### src/rtl/bcd_pkg.sv
// Shared definitions for the serial packed-BCD adder.
//   state_t     : controller state encoding (IDLE, RUN)
//   BCD_MAX     : largest legal decimal digit
//   BCD_ADJ     : correction added to a digit sum that leaves the 0-9 range
//   NBYTES_DEF  : default operand width in packed-BCD bytes
package bcd_pkg;

    localparam int         NBYTES_DEF = 4;
    localparam logic [3:0] BCD_MAX    = 4'd9;
    localparam logic [3:0] BCD_ADJ    = 4'd6;

    typedef enum logic {
        IDLE = 1'b0,
        RUN  = 1'b1
    } state_t;

endpackage

### src/rtl/bcd_byte_add.sv
// Combinational two-digit packed-BCD adder.
// Ports:
//   a, b  [7:0] in  : packed-BCD bytes (high digit in [7:4])
//   cin         in  : decimal carry into the low digit
//   s     [7:0] out : packed-BCD byte result
//   cout        out : decimal carry out of the high digit
//   bad         out : some nibble of a or b is greater than 9
module bcd_byte_add
    import bcd_pkg::*;
(
    input  logic [7:0] a,
    input  logic [7:0] b,
    input  logic       cin,
    output logic [7:0] s,
    output logic       cout,
    output logic       bad
);

    logic [4:0] lo_raw;
    logic [4:0] hi_raw;
    logic       lo_c;
    logic [3:0] lo_dig;
    logic [3:0] hi_dig;

    // A 5-bit digit sum above 9 covers both the 10..15 case and a binary
    // carry out of the nibble; the +6 then wraps the digit back into 0-9.
    always_comb begin
        lo_raw = {1'b0, a[3:0]} + {1'b0, b[3:0]} + {4'b0000, cin};
        lo_c   = (lo_raw > {1'b0, BCD_MAX});
        lo_dig = lo_c ? (lo_raw[3:0] + BCD_ADJ) : lo_raw[3:0];

        hi_raw = {1'b0, a[7:4]} + {1'b0, b[7:4]} + {4'b0000, lo_c};
        cout   = (hi_raw > {1'b0, BCD_MAX});
        hi_dig = cout ? (hi_raw[3:0] + BCD_ADJ) : hi_raw[3:0];

        s      = {hi_dig, lo_dig};
        bad    = (a[3:0] > BCD_MAX) || (a[7:4] > BCD_MAX) ||
                 (b[3:0] > BCD_MAX) || (b[7:4] > BCD_MAX);
    end

endmodule

### src/rtl/bcd_seq_adder.sv
// Serial packed-BCD adder: one shared two-digit byte adder is applied to
// one byte per clock, least significant byte first.
// Ports:
//   clk                   in  : clock, rising edge
//   rst_n                 in  : asynchronous active-low reset
//   start                 in  : operation request, only looked at in IDLE
//   op_a, op_b [8*NBYTES] in  : packed-BCD addends, LS byte in [7:0]
//   busy                  out : operation in progress
//   done                  out : one-cycle completion pulse
//   sum        [8*NBYTES] out : packed-BCD result, held until next start
//   cout                  out : decimal carry out of the MS digit
//   err                   out : an operand nibble above 9 was seen
//
// state | meaning
// ------+----------------------------------------------------------
// IDLE  | waiting for start; sum/cout/err hold the last result
// RUN   | adding byte idx of the captured operands, one per edge
module bcd_seq_adder
    import bcd_pkg::*;
#(
    parameter int NBYTES = NBYTES_DEF
) (
    input  logic                  clk,
    input  logic                  rst_n,
    input  logic                  start,
    input  logic [8*NBYTES-1:0]   op_a,
    input  logic [8*NBYTES-1:0]   op_b,
    output logic                  busy,
    output logic                  done,
    output logic [8*NBYTES-1:0]   sum,
    output logic                  cout,
    output logic                  err
);

    localparam int W  = 8 * NBYTES;
    localparam int IW = (NBYTES > 1) ? $clog2(NBYTES) : 1;
    localparam logic [IW-1:0] LAST_IDX = IW'(NBYTES - 1);

    state_t         state;
    state_t         state_nxt;

    logic [W-1:0]   a_sh;
    logic [W-1:0]   b_sh;
    logic [W-1:0]   sum_r;
    logic [IW-1:0]  idx;
    logic           carry;
    logic           cout_r;
    logic           err_r;
    logic           done_r;

    logic [7:0]     byte_s;
    logic           byte_c;
    logic           byte_bad;
    logic           accept;
    logic           last;

    assign accept = (state == IDLE) && start;
    assign last   = (state == RUN) && (idx == LAST_IDX);

    // Operands are shifted right every RUN cycle, so the byte being worked
    // on always sits in [7:0] and the adder needs no wide input mux.
    bcd_byte_add u_byte_add (
        .a    (a_sh[7:0]),
        .b    (b_sh[7:0]),
        .cin  (carry),
        .s    (byte_s),
        .cout (byte_c),
        .bad  (byte_bad)
    );

    always_ff @(posedge clk or negedge rst_n) begin
        if (!rst_n) begin
            state <= IDLE;
        end else begin
            state <= state_nxt;
        end
    end

    always_comb begin
        state_nxt = state;
        case (state)
            IDLE:    if (start) state_nxt = RUN;
            RUN:     if (idx == LAST_IDX) state_nxt = IDLE;
            default: state_nxt = IDLE;
        endcase
    end

    always_comb begin
        busy = (state == RUN);
    end

    always_ff @(posedge clk or negedge rst_n) begin
        if (!rst_n) begin
            a_sh   <= '0;
            b_sh   <= '0;
            sum_r  <= '0;
            idx    <= '0;
            carry  <= 1'b0;
            cout_r <= 1'b0;
            err_r  <= 1'b0;
            done_r <= 1'b0;
        end else begin
            done_r <= last;
            if (accept) begin
                a_sh   <= op_a;
                b_sh   <= op_b;
                sum_r  <= '0;
                idx    <= '0;
                carry  <= 1'b0;
                cout_r <= 1'b0;
                err_r  <= 1'b0;
            end else if (state == RUN) begin
                a_sh              <= a_sh >> 8;
                b_sh              <= b_sh >> 8;
                sum_r[8*idx +: 8] <= byte_s;
                carry             <= byte_c;
                err_r             <= err_r | byte_bad;
                idx               <= last ? '0 : idx + IW'(1);
                if (last) begin
                    cout_r <= byte_c;
                end
            end
        end
    end

    assign done = done_r;
    assign sum  = sum_r;
    assign cout = cout_r;
    assign err  = err_r;

endmodule

### config.mk
export PLATFORM = sky130hd
export DESIGN_NAME = bcd_seq_adder
export DESIGN_NICKNAME = d
export VERILOG_FILES = /design/src/rtl/bcd_pkg.sv /design/src/rtl/bcd_byte_add.sv /design/src/rtl/bcd_seq_adder.sv
export SDC_FILE = /design/constraint.sdc
export NUM_CORES = 1
export LEC_CHECK = 0
export BUFFER_PORTS_ARGS = -buffer_cell sky130_fd_sc_hd__buf_2
export CAP_MARGIN = 10
export CORE_MARGIN = 1
export CORE_UTILIZATION = 25
export CTS_BUF_LIST = sky130_fd_sc_hd__clkbuf_8
export CTS_CLUSTER_DIAMETER = 150
export CTS_CLUSTER_SIZE = 28
export DETAILED_ROUTE_END_ITERATION = 6
export SLEW_MARGIN = 0
export SYNTH_ARGS = -nofsm -noshare
export SYNTH_HDL_FRONTEND = slang
export SYNTH_SLANG_ARGS = --single-unit
export TNS_END_PERCENT = 10
### constraint.sdc
create_clock -name clk -period 6.6 [get_ports clk]
set_input_delay 0.99 -clock clk [delete_from_list [all_inputs] [get_ports clk]]
set_output_delay 0.99 -clock clk [all_outputs]
set_load 0.01 [all_outputs]
### Word level (Yosys, flattened, before mapping)

Cells that the tools add are included.
W data, S select, Z words.

| word-level totals | value |
|---|---|
| flip-flop bits (word level) | 103 |
| latch bits | 0 |
| bits in writable memories | 0 |
| memory bits (read-only) | 0 |
| input port bits | 67 |
| output and inout port bits | 36 |
| word-level logic and storage cells | 58 |
| memories kept | 0 |

| operators by class | value |
|---|---|
| add/sub/neg operators | 8 |
| multiply operators | 0 |
| div/mod/pow operators | 0 |
| magnitude comparators | 6 |
| equal/unequal tests | 1 |
| shifts and indexed selects | 2 |
| multiplexer cells | 22 |
| bitwise operators | 2 |
| reductions and logical operators | 8 |

Operator list:

| kind | count |
|---|---|
| $mux W32 | 6 |
| $neg A5 Y34 | 1 |
| $shift A8 B34 Y32 const A | 1 |
| $shiftx A8 B34 Y32 | 1 |
| $bwmux W32 | 1 |
| $gt A4 B4 Y1 const B | 4 |
| $add A4 B4 Y5 | 2 |
| $add A5 B1 Y5 | 2 |
| $gt A5 B4 Y1 const B | 2 |
| $mux W1 | 9 |
| $add A4 B3 Y4 const B | 2 |
| $mux W4 | 2 |
| $mux W2 | 3 |
| $reduce_bool A2 Y1 | 2 |
| $logic_or A1 B1 Y1 | 3 |
| $add A2 B1 Y2 const B | 1 |
| $eq A2 B2 Y1 const B | 1 |
| $logic_and A1 B1 Y1 | 2 |
| $pmux W1 S2 | 1 |
| $reduce_and A2 Y1 | 1 |
| $not A1 Y1 | 1 |
| $or A1 B1 Y1 | 1 |

### Logic depth before layout (Yosys ltp)

Gate-level depths: netlist of the first run.

| logic depth | value |
|---|---|
| depth after elaboration | 10 |
| mapped depth | 17 |
| gate-level depth less buffers | 16 |

### Modules after synthesis

Synthesis of the first run repeated with hierarchy kept, for this count alone.

| unflattened totals | value |
|---|---|
| cell total of the unflattened synthesis | 441 |
| area total of the unflattened synthesis | 5043.6 um2 |

Modules (own cells, without submodules):

| module | instances | cells an instance | area an instance (um2) | seq. area each (um2) |
|---|---|---|---|---|
| bcd_seq_adder | 1 | 385 | 4569.4 | 2577.5 |
| bcd_byte_add | 1 | 56 | 474.2 | 0.0 |

### Least setup slack after synthesis of the first run

No wires, ideal clock.

| path | value |
|---|---|
| path type | reg2reg |
| start point | reg a_sh[0] |
| end point | reg sum_r[13], in the netlist sum[13] |
| library setup time | 131 ps |
| arrival time | 3937 ps |
| data required time | 6469 ps |
| path slack | 2532 ps |
| stages on the path, launching flop included | 18 |
| path buffers | 1 |
| clock period less this slack | 4068 ps |
| cell sequence | dfrtp_1 fa_1 fa_1 buf_4 xnor2_1 and2_1 o21ai_0 a21oi_1 fa_1 inv_1 fa_1 xnor2_1 ha_1 nand2_1 a21boi_1 a31oi_4 xnor2_1 o21ai_1 |

| between the ends | value |
|---|---|
| word-level cells in the longest chain between the ends | 10 |
| elaborated cells on any way between the ends | 13 |
| those cells by class | 5 x add/sub; 2 x order compare; 1 x shift; 5 x mux |

RTL lines:

| what | RTL line | RTL |
|---|---|---|
| from (decl) | bcd_seq_adder.sv:42 | `logic [W-1:0] a_sh;` |
| from (signal assigned) | bcd_seq_adder.sv:105 | `a_sh <= op_a;` |
| from (signal assigned) | bcd_seq_adder.sv:113 | `a_sh <= a_sh >> 8;` |
| $add A4 B4 Y5 (*) | bcd_byte_add.sv:28 | `lo_raw = {1'b0, a[3:0]} + {1'b0, b[3:0]} + {4'b0000, cin};` |
| $add A5 B1 Y5 (*) | bcd_byte_add.sv:28 |  |
| $gt A5 B4 Y1 | bcd_byte_add.sv:29 | `lo_c = (lo_raw > {1'b0, BCD_MAX});` |
| $add A5 B1 Y5 | bcd_byte_add.sv:32 | `hi_raw = {1'b0, a[7:4]} + {1'b0, b[7:4]} + {4'b0000, lo_c};` |
| $add A4 B3 Y4 or $gt A5 B4 Y1 (tied branches) | bcd_byte_add.sv:34, bcd_byte_add.sv:33 |  |
| $mux W4 | bcd_byte_add.sv:34 | `hi_dig = cout ? (hi_raw[3:0] + BCD_ADJ) : hi_raw[3:0];` |
| $shiftx A8 B34 Y32 (*) | bcd_seq_adder.sv:115 | `sum_r[8*idx +: 8] <= byte_s;` |
| $bwmux W32 (*) | bcd_seq_adder.sv:115 |  |
| $mux W32 (*) | bcd_seq_adder.sv:112 | `end else if (state == RUN) begin` |
| $mux W32 (*) | bcd_seq_adder.sv:104 | `if (accept) begin` |
| to (signal, indexed assignment) | bcd_seq_adder.sv:115 |  |
| to (decl) | bcd_seq_adder.sv:44 | `logic [W-1:0] sum_r;` |

Mark *: on every way between the ends. The rest lies on a longest branch, timed or not. The select of a mux whose other input is x is not followed.
A chain may end at the register's enable or synchronous reset.

### Final worst setup path of the first run

| path | value |
|---|---|
| start point | reg a_sh[0] |
| end point | reg sum_r[30], in the netlist sum[30] |

The elaborated chain is that of the path after synthesis.

==> results.sh, run 1 <==
export IMPL_status="finished clean"
export IMPL_synthArstFlopShare_pct=100
export IMPL_reg2reg_depth=16
export IMPL_wire_per_inst_um=14.7
export IMPL_portBuffers=102
export IMPL_clockRootBuffer="clkbuf_8"
export IMPL_endpoint_kind="flip-flop"
export IMPL_crit_end="sum[30]"
export IMPL_worstPathMaxFanout=7
export IMPL_worst_ep_required_time_ns=6.88
export IMPL_fill_cells=2043
export IMPL_cts_made_buffers=9
export IMPL_die_w_um=143
export IMPL_grt_overflow_total=0
export IMPL_post_cts_resized=0
export IMPL_fin_crit_ns=4.61
export IMPL_n_antenna_cell=0
export IMPL_synth_cell_types=49
export IMPL_netlist_area_um2=4960
export IMPL_place_area_um2=5720
export IMPL_yosysSeqAreaShare_pct=51.9
export IMPL_cp_slowest_stage_delay_ns=0.50
export IMPL_firstDrtPassIters=4
export IMPL_syn_avg_cell_area_um2=10.4
export IMPL_syn_nets=561
export IMPL_synth_largest_area_cell="dfrtp_1"
export IMPL_hp_class="reg2reg"
export IMPL_synth_seq_cells=103
export IMPL_dr_total_vias=3686
export IMPL_p_per_area_nw_per_um2=483
export IMPL_crit_arrival_ns=4.89
export IMPL_first_iter_violations=222
export IMPL_maxSlewViolCount=0
export IMPL_synth_top_family_by_area="compound AO/OA/AOI/OAI gates"
export IMPL_grt_pass1_vias=3555
export IMPL_drc_errors=0
export IMPL_wirelength_um=12300
export IMPL_timing_final_crit_share_pct=69.9
export IMPL_track_usage_pct=12.7
export IMPL_critical_path_class="reg2reg"
export IMPL_crit_path_start="a_sh[0]"
export IMPL_cts_setup_buffers=0
export IMPL_ys_top_cells_by_area="dfrtp_1 52%, mux2i_1 13%, o21ai_0 7.7%"
export IMPL_p_leak_nw=2.93
export IMPL_synth_xor_area_share_pct=0.529
export IMPL_grt_max_degree=127
export IMPL_routed_via_density=4.40
export IMPL_hold_viol_final=0
export IMPL_crit_chain="fa_1 -> fa_1 -> xnor2_1 -> and2_1 -> o21ai_0 -> a21oi_1 -> fa_1 -> inv_1 -> fa_1 -> xnor2_1 -> ha_1 -> nand2_1 -> a21boi_1 -> a41oi_1 -> o21ai_2 -> a22o_1"
export IMPL_syn_inst=478
export IMPL_r2r_end="sum[30]"
export IMPL_ctsHoldBuffers=0
export IMPL_seq_area_um2=2580
export IMPL_cp_common_cell="fa_1"
export IMPL_fmax_ghz=0.217
export IMPL_grt_pass1_wl_um=19700
export IMPL_synth_mux_area_fraction_pct=13.3
export IMPL_die_h_um=143
export IMPL_worstMarginPinSlew_ns=1.16
export IMPL_final_setup_tns_ns=0
export IMPL_h_tree_depth=3
export IMPL_finalNetCount=650
export IMPL_clkSinkCount=103
export IMPL_r2r_slack_ns=1.99
export IMPL_skew_ns=0.0183
export IMPL_drive_above_1_share_pct=23.1
export IMPL_cp_start_kind="flip-flop"
export IMPL_synthAdderAreaFrac_pct=4.64
export IMPL_rows=51
export IMPL_max_cap_violations=0
export IMPL_synth_compound_area_share_pct=15.7
export IMPL_hpwl_um=8730
export IMPL_start_util_pct=25.5
export IMPL_ir_drop_v=0.000204
export IMPL_r2r_start="a_sh[0]"
export IMPL_drtAntennaViolNets=0
export IMPL_max_slew_margin_pct=22.9
export IMPL_clk_insertion_delay_late_ns=0.39
export IMPL_clk_pin_slew_ns=0.11
export IMPL_rsz0062_at_grt="false"
export IMPL_setup_viol=0
export IMPL_antenna_found_initial=1
export IMPL_synthSimpleGateAreaFrac_pct=10.6
export IMPL_netlist_area_leader_share_pct=51.9
export IMPL_clockBufferDepth=2
export IMPL_io_pins=103
export IMPL_slowest_stage="fa_1"
export IMPL_coreArea_um2=19500
export IMPL_final_area_um2=5910
export IMPL_die_area_um2=20400
export IMPL_syn_to_final_growth_pct=19.1
export IMPL_multi_input_area_um2=2220
export IMPL_ys_flop_type="dfrtp_1"
export IMPL_synth_edf_count=0
export IMPL_yosysWarningCount=0
export IMPL_gp_congestion=0.878
export IMPL_cts_tree="yes"
report_power, final:
group	internal, mW	leakage [nW]	switching, mW	total [mW]
combinational	0.540	1.44	0.820	1.36
sequential	0.851	1.39	0.242	1.09
clock	0.157	0.101	0.246	0.403
cells by family after synthesis:
| group | Yosys count |
|---|---|
| adders and majority gates | 16 |
| buffers and inverters | 40 |
| DFF | 103 |
| xor gates and xnor gates | 3 |
| AOI/OAI and AO/OA | 127 |
| and+or+nand+nor | 123 |
| muxes | 66 |
synthesized netlist by cell type, types with 3 or more instances:
library cell / instances
a21oi_1: 12
a22o_1: 11
buf_1: 3
buf_2: 8
clkbuf_1: 14
dfrtp_1: 103
fa_1: 4
ha_1: 12
inv_1: 14
mux2i_1: 65
nand2_1: 76
nor2_1: 27
nor3_1: 3
o21ai_0: 76
o21ai_1: 4
xnor2_1: 3
layer usage:
| metal | up-vias | part of all wire (%) | GRT usage [%] |
|---|---|---|---|
| met1 | 1734 | 48 | 17.1 |
| li1 | 1855 | - | - |
| met2 | 84 | 46 | 19.4 |
| met5 | - | 0 | 0 |
| met3 | 13 | 5.0 | 3.86 |
| met4 | 0 | 1.2 | 3.90 |
metrics by stage:
step	instances	util, %	hold WS (ns)	setup slack [ns]	total power [mW]
3_5_place_dp	821	29.4	0.466	2.07	2.47
5_1_grt	837	30.4	0.512	1.75	3.11
4_1_cts	837	30.4	0.490	2.04	2.89
6_report	837	30.4	0.483	1.99	2.86
2_1_floorplan	478	-	0.452	2.53	2.02
3_3_place_gp	821	29.4	0.457	2.23	2.44
layout make-up:
class	instances	share of cell area [%]
Clock inverter	6	0.973
Timing Repair Buffer	104	8.97
Sequential cell	103	43.7
Clock buffer	10	2.33
Tap cell	265	5.61
Multi-Input combinational cell	335	37.6
Inverter	14	0.889
worst min path at each step:
stage	from	end	slack (ns)	cells past startpoint
floorplan	a_sh[8]	a_sh[0]	0.45	2
global placement	sum[19]	sum[19]	0.46	2
detailed placement	sum[19]	sum[19]	0.47	2
CTS	sum[19]	sum[19]	0.49	2
global route	b_sh[28]	b_sh[20]	0.51	2
finish	sum[19]	sum[19]	0.48	2
registers in the layout (all words and copies together) (netlist names):
name and cells:
sum 32, err 1, busy 1, carry 1, done 1, a_sh 32, cout 1, idx 2
b_sh 32
critical path, delay by kind of cell, from the launching register on:
kind / cells / cell delay [ns]
compound gates: 6 / 1.15
xor+xnor: 2 / 0.69
fa+ha+maj: 5 / 1.85
buf+inv: 1 / 0.06
flops: 1 / 0.42
simple gates: 2 / 0.33
cell usage in the layout, fill, tap and decap left out, types with 2 or more instances in the layout:
master	n
nand3_1	2
clkbuf_8	10
nand2_1	76
o31ai_1	2
a2111oi_0	2
a22o_1	11
inv_1	14
buf_4	4
fa_1	4
clkinv_4	2
o21ai_0	76
xnor2_1	3
and4_1	2
or3_1	2
ha_1	12
dfrtp_1	102
a211oi_1	2
inv_6	2
buf_2	100
nand4_1	2
inv_8	2
nor2_1	27
o21ai_1	4
a21o_1	2
nor3_1	3
mux2i_1	65
nand2b_1	2
a21oi_1	12
a31oi_1	2
No activity file was read; power rests on OpenSTA's default activity.
==> inputs of run 2 (changes only) <==
- ABC_AREA: not set -> 1
- clock period: 6.6 -> 4.3 ns (I/O delays scaled with it)
==> results.sh, run 2 <==
export IMPL_status="finished clean"
export IMPL_hpwl_um=8880
export IMPL_max_slew_margin_pct=41.3
export IMPL_syn_avg_cell_area_um2=9.01
export IMPL_synth_largest_area_cell="dfrtp_1"
export IMPL_place_area_um2=5600
export IMPL_worstMarginPinSlew_ns=0.880
export IMPL_portBuffers=102
export IMPL_final_area_um2=5830
export IMPL_p_leak_nw=2.93
export IMPL_timing_final_crit_share_pct=89.9
export IMPL_syn_to_final_growth_pct=20.8
export IMPL_worst_ep_required_time_ns=4.60
export IMPL_hold_viol_final=0
export IMPL_synth_most_common_cell="nand2_1"
export IMPL_rows=50
export IMPL_swShare_pct=46.1
export IMPL_ir_drop_v=0.000306
export IMPL_grt_pass1_vias=3719
export IMPL_route_met2_wl_um=5450
export IMPL_fmax_ghz=0.259
export IMPL_drc_errors=0
export IMPL_clk_pin_slew_ns=0.10
export IMPL_intPower_mw=2.43
export IMPL_combPwrFrac_pct=50.1
export IMPL_antenna_found_initial=2
export IMPL_maxSlewViolCount=0
export IMPL_wirelength_um=12300
export IMPL_post_cts_resized=0
export IMPL_r2r_start="a_sh[0]"
export IMPL_h_tree_depth=3
export IMPL_cp_start_kind="flip-flop"
export IMPL_start_util_pct=25.6
export IMPL_total_power_mw=4.50
export IMPL_firstDrtPassIters=4
export IMPL_r2r_slack_ns=0.44
export IMPL_max_cap_violations=0
export IMPL_clk_insertion_delay_late_ns=0.39
export IMPL_netlist_area_um2=4830
export IMPL_clockRootBuffer="clkbuf_8"
export IMPL_synth_seq_cells=103
export IMPL_drive_above_1_share_pct=23.7
export IMPL_maxUsedRoutingLayer="met5"
export IMPL_cts_setup_buffers=0
export IMPL_rsz0062_at_grt="false"
export IMPL_p_clk_share_pct=15.4
export IMPL_grt_overflow_total=0
export IMPL_r2r_end="sum[31]"
export IMPL_syn_nets=619
export IMPL_ys_flop_type="dfrtp_1"
export IMPL_worstPathMaxFanout=4
export IMPL_p_per_area_nw_per_um2=771
export IMPL_routed_via_density=4.39
export IMPL_grt_pass1_wl_um=20200
export IMPL_clockBufferDepth=2
export IMPL_final_cell_mix="166 x nand2_1, 103 x dfrtp_1, 101 x buf_2, 60 x inv_1, 41 x nand3_1"
export IMPL_final_setup_tns_ns=0
export IMPL_clkSinkCount=103
export IMPL_wl_met1_um=6120
export IMPL_hp_class="in2async"
export IMPL_netlist_area_leader_share_pct=53.4
export IMPL_dr_total_vias=3939
export IMPL_wl_met3_um=560
export IMPL_reg2reg_depth=19
export IMPL_gp_congestion=0.774
export IMPL_endpoint_kind="flip-flop"
export IMPL_die_area_um2=19900
export IMPL_fin_crit_ns=3.86
export IMPL_final_common_cell="nand2_1"
export IMPL_switching_power_mw=2.07
export IMPL_die_w_um=141
export IMPL_wire_per_inst_um=13.6
export IMPL_grt_max_degree=68
export IMPL_seq_power_share_pct=34.5
export IMPL_yosysWarningCount=0
export IMPL_io_pins=103
export IMPL_synth_edf_count=0
export IMPL_critical_path_class="reg2reg"
export IMPL_ctsHoldBuffers=0
export IMPL_coreArea_um2=18800
export IMPL_ys_top_cells_by_area="dfrtp_1 53%, nand2_1 13%, inv_1 4.7%"
export IMPL_finalNetCount=715
export IMPL_synthArstFlopShare_pct=100
export IMPL_skew_ns=0.0164
export IMPL_cts_tree="yes"
export IMPL_syn_inst=536
export IMPL_drtAntennaViolNets=0
export IMPL_yosys_top_cells_count="166 x nand2_1, 103 x dfrtp_1, 60 x inv_1, 41 x nand3_1, 23 x o21ai_0"
export IMPL_crit_arrival_ns=4.17
export IMPL_yosysSeqAreaShare_pct=53.4
export IMPL_synth_cell_types=36
export IMPL_setup_viol=0
export IMPL_first_iter_violations=142
export IMPL_die_h_um=141
export IMPL_cts_made_buffers=9
export IMPL_track_usage_pct=13.1
==> run 2: cell count changes in the layout (fill, tap and decap cells not counted), moves of 4 or more <==
cell	delta
mux2i_1	-65
nand3_1	+39
a21oi_1	-9
nand4_1	+4
inv_1	+46
o221ai_1	+20
o21ai_0	-53
a22o_1	-7
nand2_2	+13
nand2_1	+90
nand3_2	+4
o211ai_1	+14
o21ai_1	+6
nor2_1	-19
==> run 2: final cells by class <==
cell class / count / area, um^2
Antenna cell: 1 / 2.50
Clock buffer: 9 / 124
Clock inverter: 7 / 104
Fill cell: 2001 / 13000
Inverter: 63 / 236
Multi-Input combinational cell: 348 / 1910
Sequential cell: 103 / 2580
Tap cell: 260 / 325
Timing Repair Buffer: 107 / 551
==> run 2: through the flow <==
| step | setup slack (ns) | instances | utilization (%) | hold slack [ns] |
|---|---|---|---|---|
| final | 0.435 | 898 | 31.0 | 0.350 |
| after global routing | 0.161 | 897 | 31.0 | 0.418 |
| after CTS | 0.406 | 897 | 31.0 | 0.382 |
| after detailed placement | 0.449 | 881 | 29.7 | 0.465 |
| after global placement | 0.580 | 881 | 29.7 | 0.461 |
| after floorplan | 0.792 | 536 | - | 0.349 |
==> run 2: kinds of logic (layout without fill, tap and decap cells) <==
family | count (synthesis) | after routing | synth area share [%]
AOI/OAI and AO/OA | 83 | 83 | 11.7
and+or+nand+nor | 248 | 248 | 22.9
buffers and inverters | 85 | 186 | 7.05
other | 0 | 1 | 0
DFF | 103 | 103 | 53.4
adders and majority gates | 16 | 16 | 4.77
xor gates and xnor gates | 1 | 1 | 0.181
==> run 2: power by group through the flow <==
stage	Clock, mW	Combinational (mW)	Sequential [mW]
2_1_floorplan	0	1.61	1.56
3_3_place_gp	0	2.22	1.57
3_5_place_dp	0	2.28	1.57
4_1_cts	0.719	2.29	1.56
5_1_grt	0.755	2.58	1.59
6_report	0.692	2.25	1.55
==> run 2: worst max path at each step <==
stage / startpoint / end / slack (ns)
after detailed placement: a_sh[0] / sum[31] / 0.45
after floorplan: a_sh[0] / sum[14] / 0.79
final: a_sh[0] / sum[31] / 0.44
after global routing: a_sh[0] / sum[15] / 0.16
after global placement: a_sh[0] / sum[31] / 0.58
after CTS: a_sh[0] / sum[31] / 0.41
==> run 2: critical path, stage by stage (launching register included) <==
cell,delay [ns]
dfrtp_1,0.41
fa_1,0.47
fa_1,0.42
xnor2_1,0.18
nand2_2,0.09
nand3_2,0.11
nand2_2,0.09
inv_1,0.05
fa_1,0.35
inv_1,0.09
fa_1,0.45
inv_1,0.11
ha_1,0.20
nand2_1,0.06
a21boi_1,0.14
nand2_2,0.11
nand2_4,0.08
nand2_4,0.08
nand4_1,0.12
o21bai_1,0.18
==> run 2: metal layers <==
| layer | up-vias | global-route usage [%] |
|---|---|---|
| li1 | 1958 | - |
| met4 | 2 | 3.26 |
| met3 | 8 | 3.87 |
| met1 | 1868 | 18.3 |
| met2 | 103 | 19.9 |
| met5 | - | 0 |
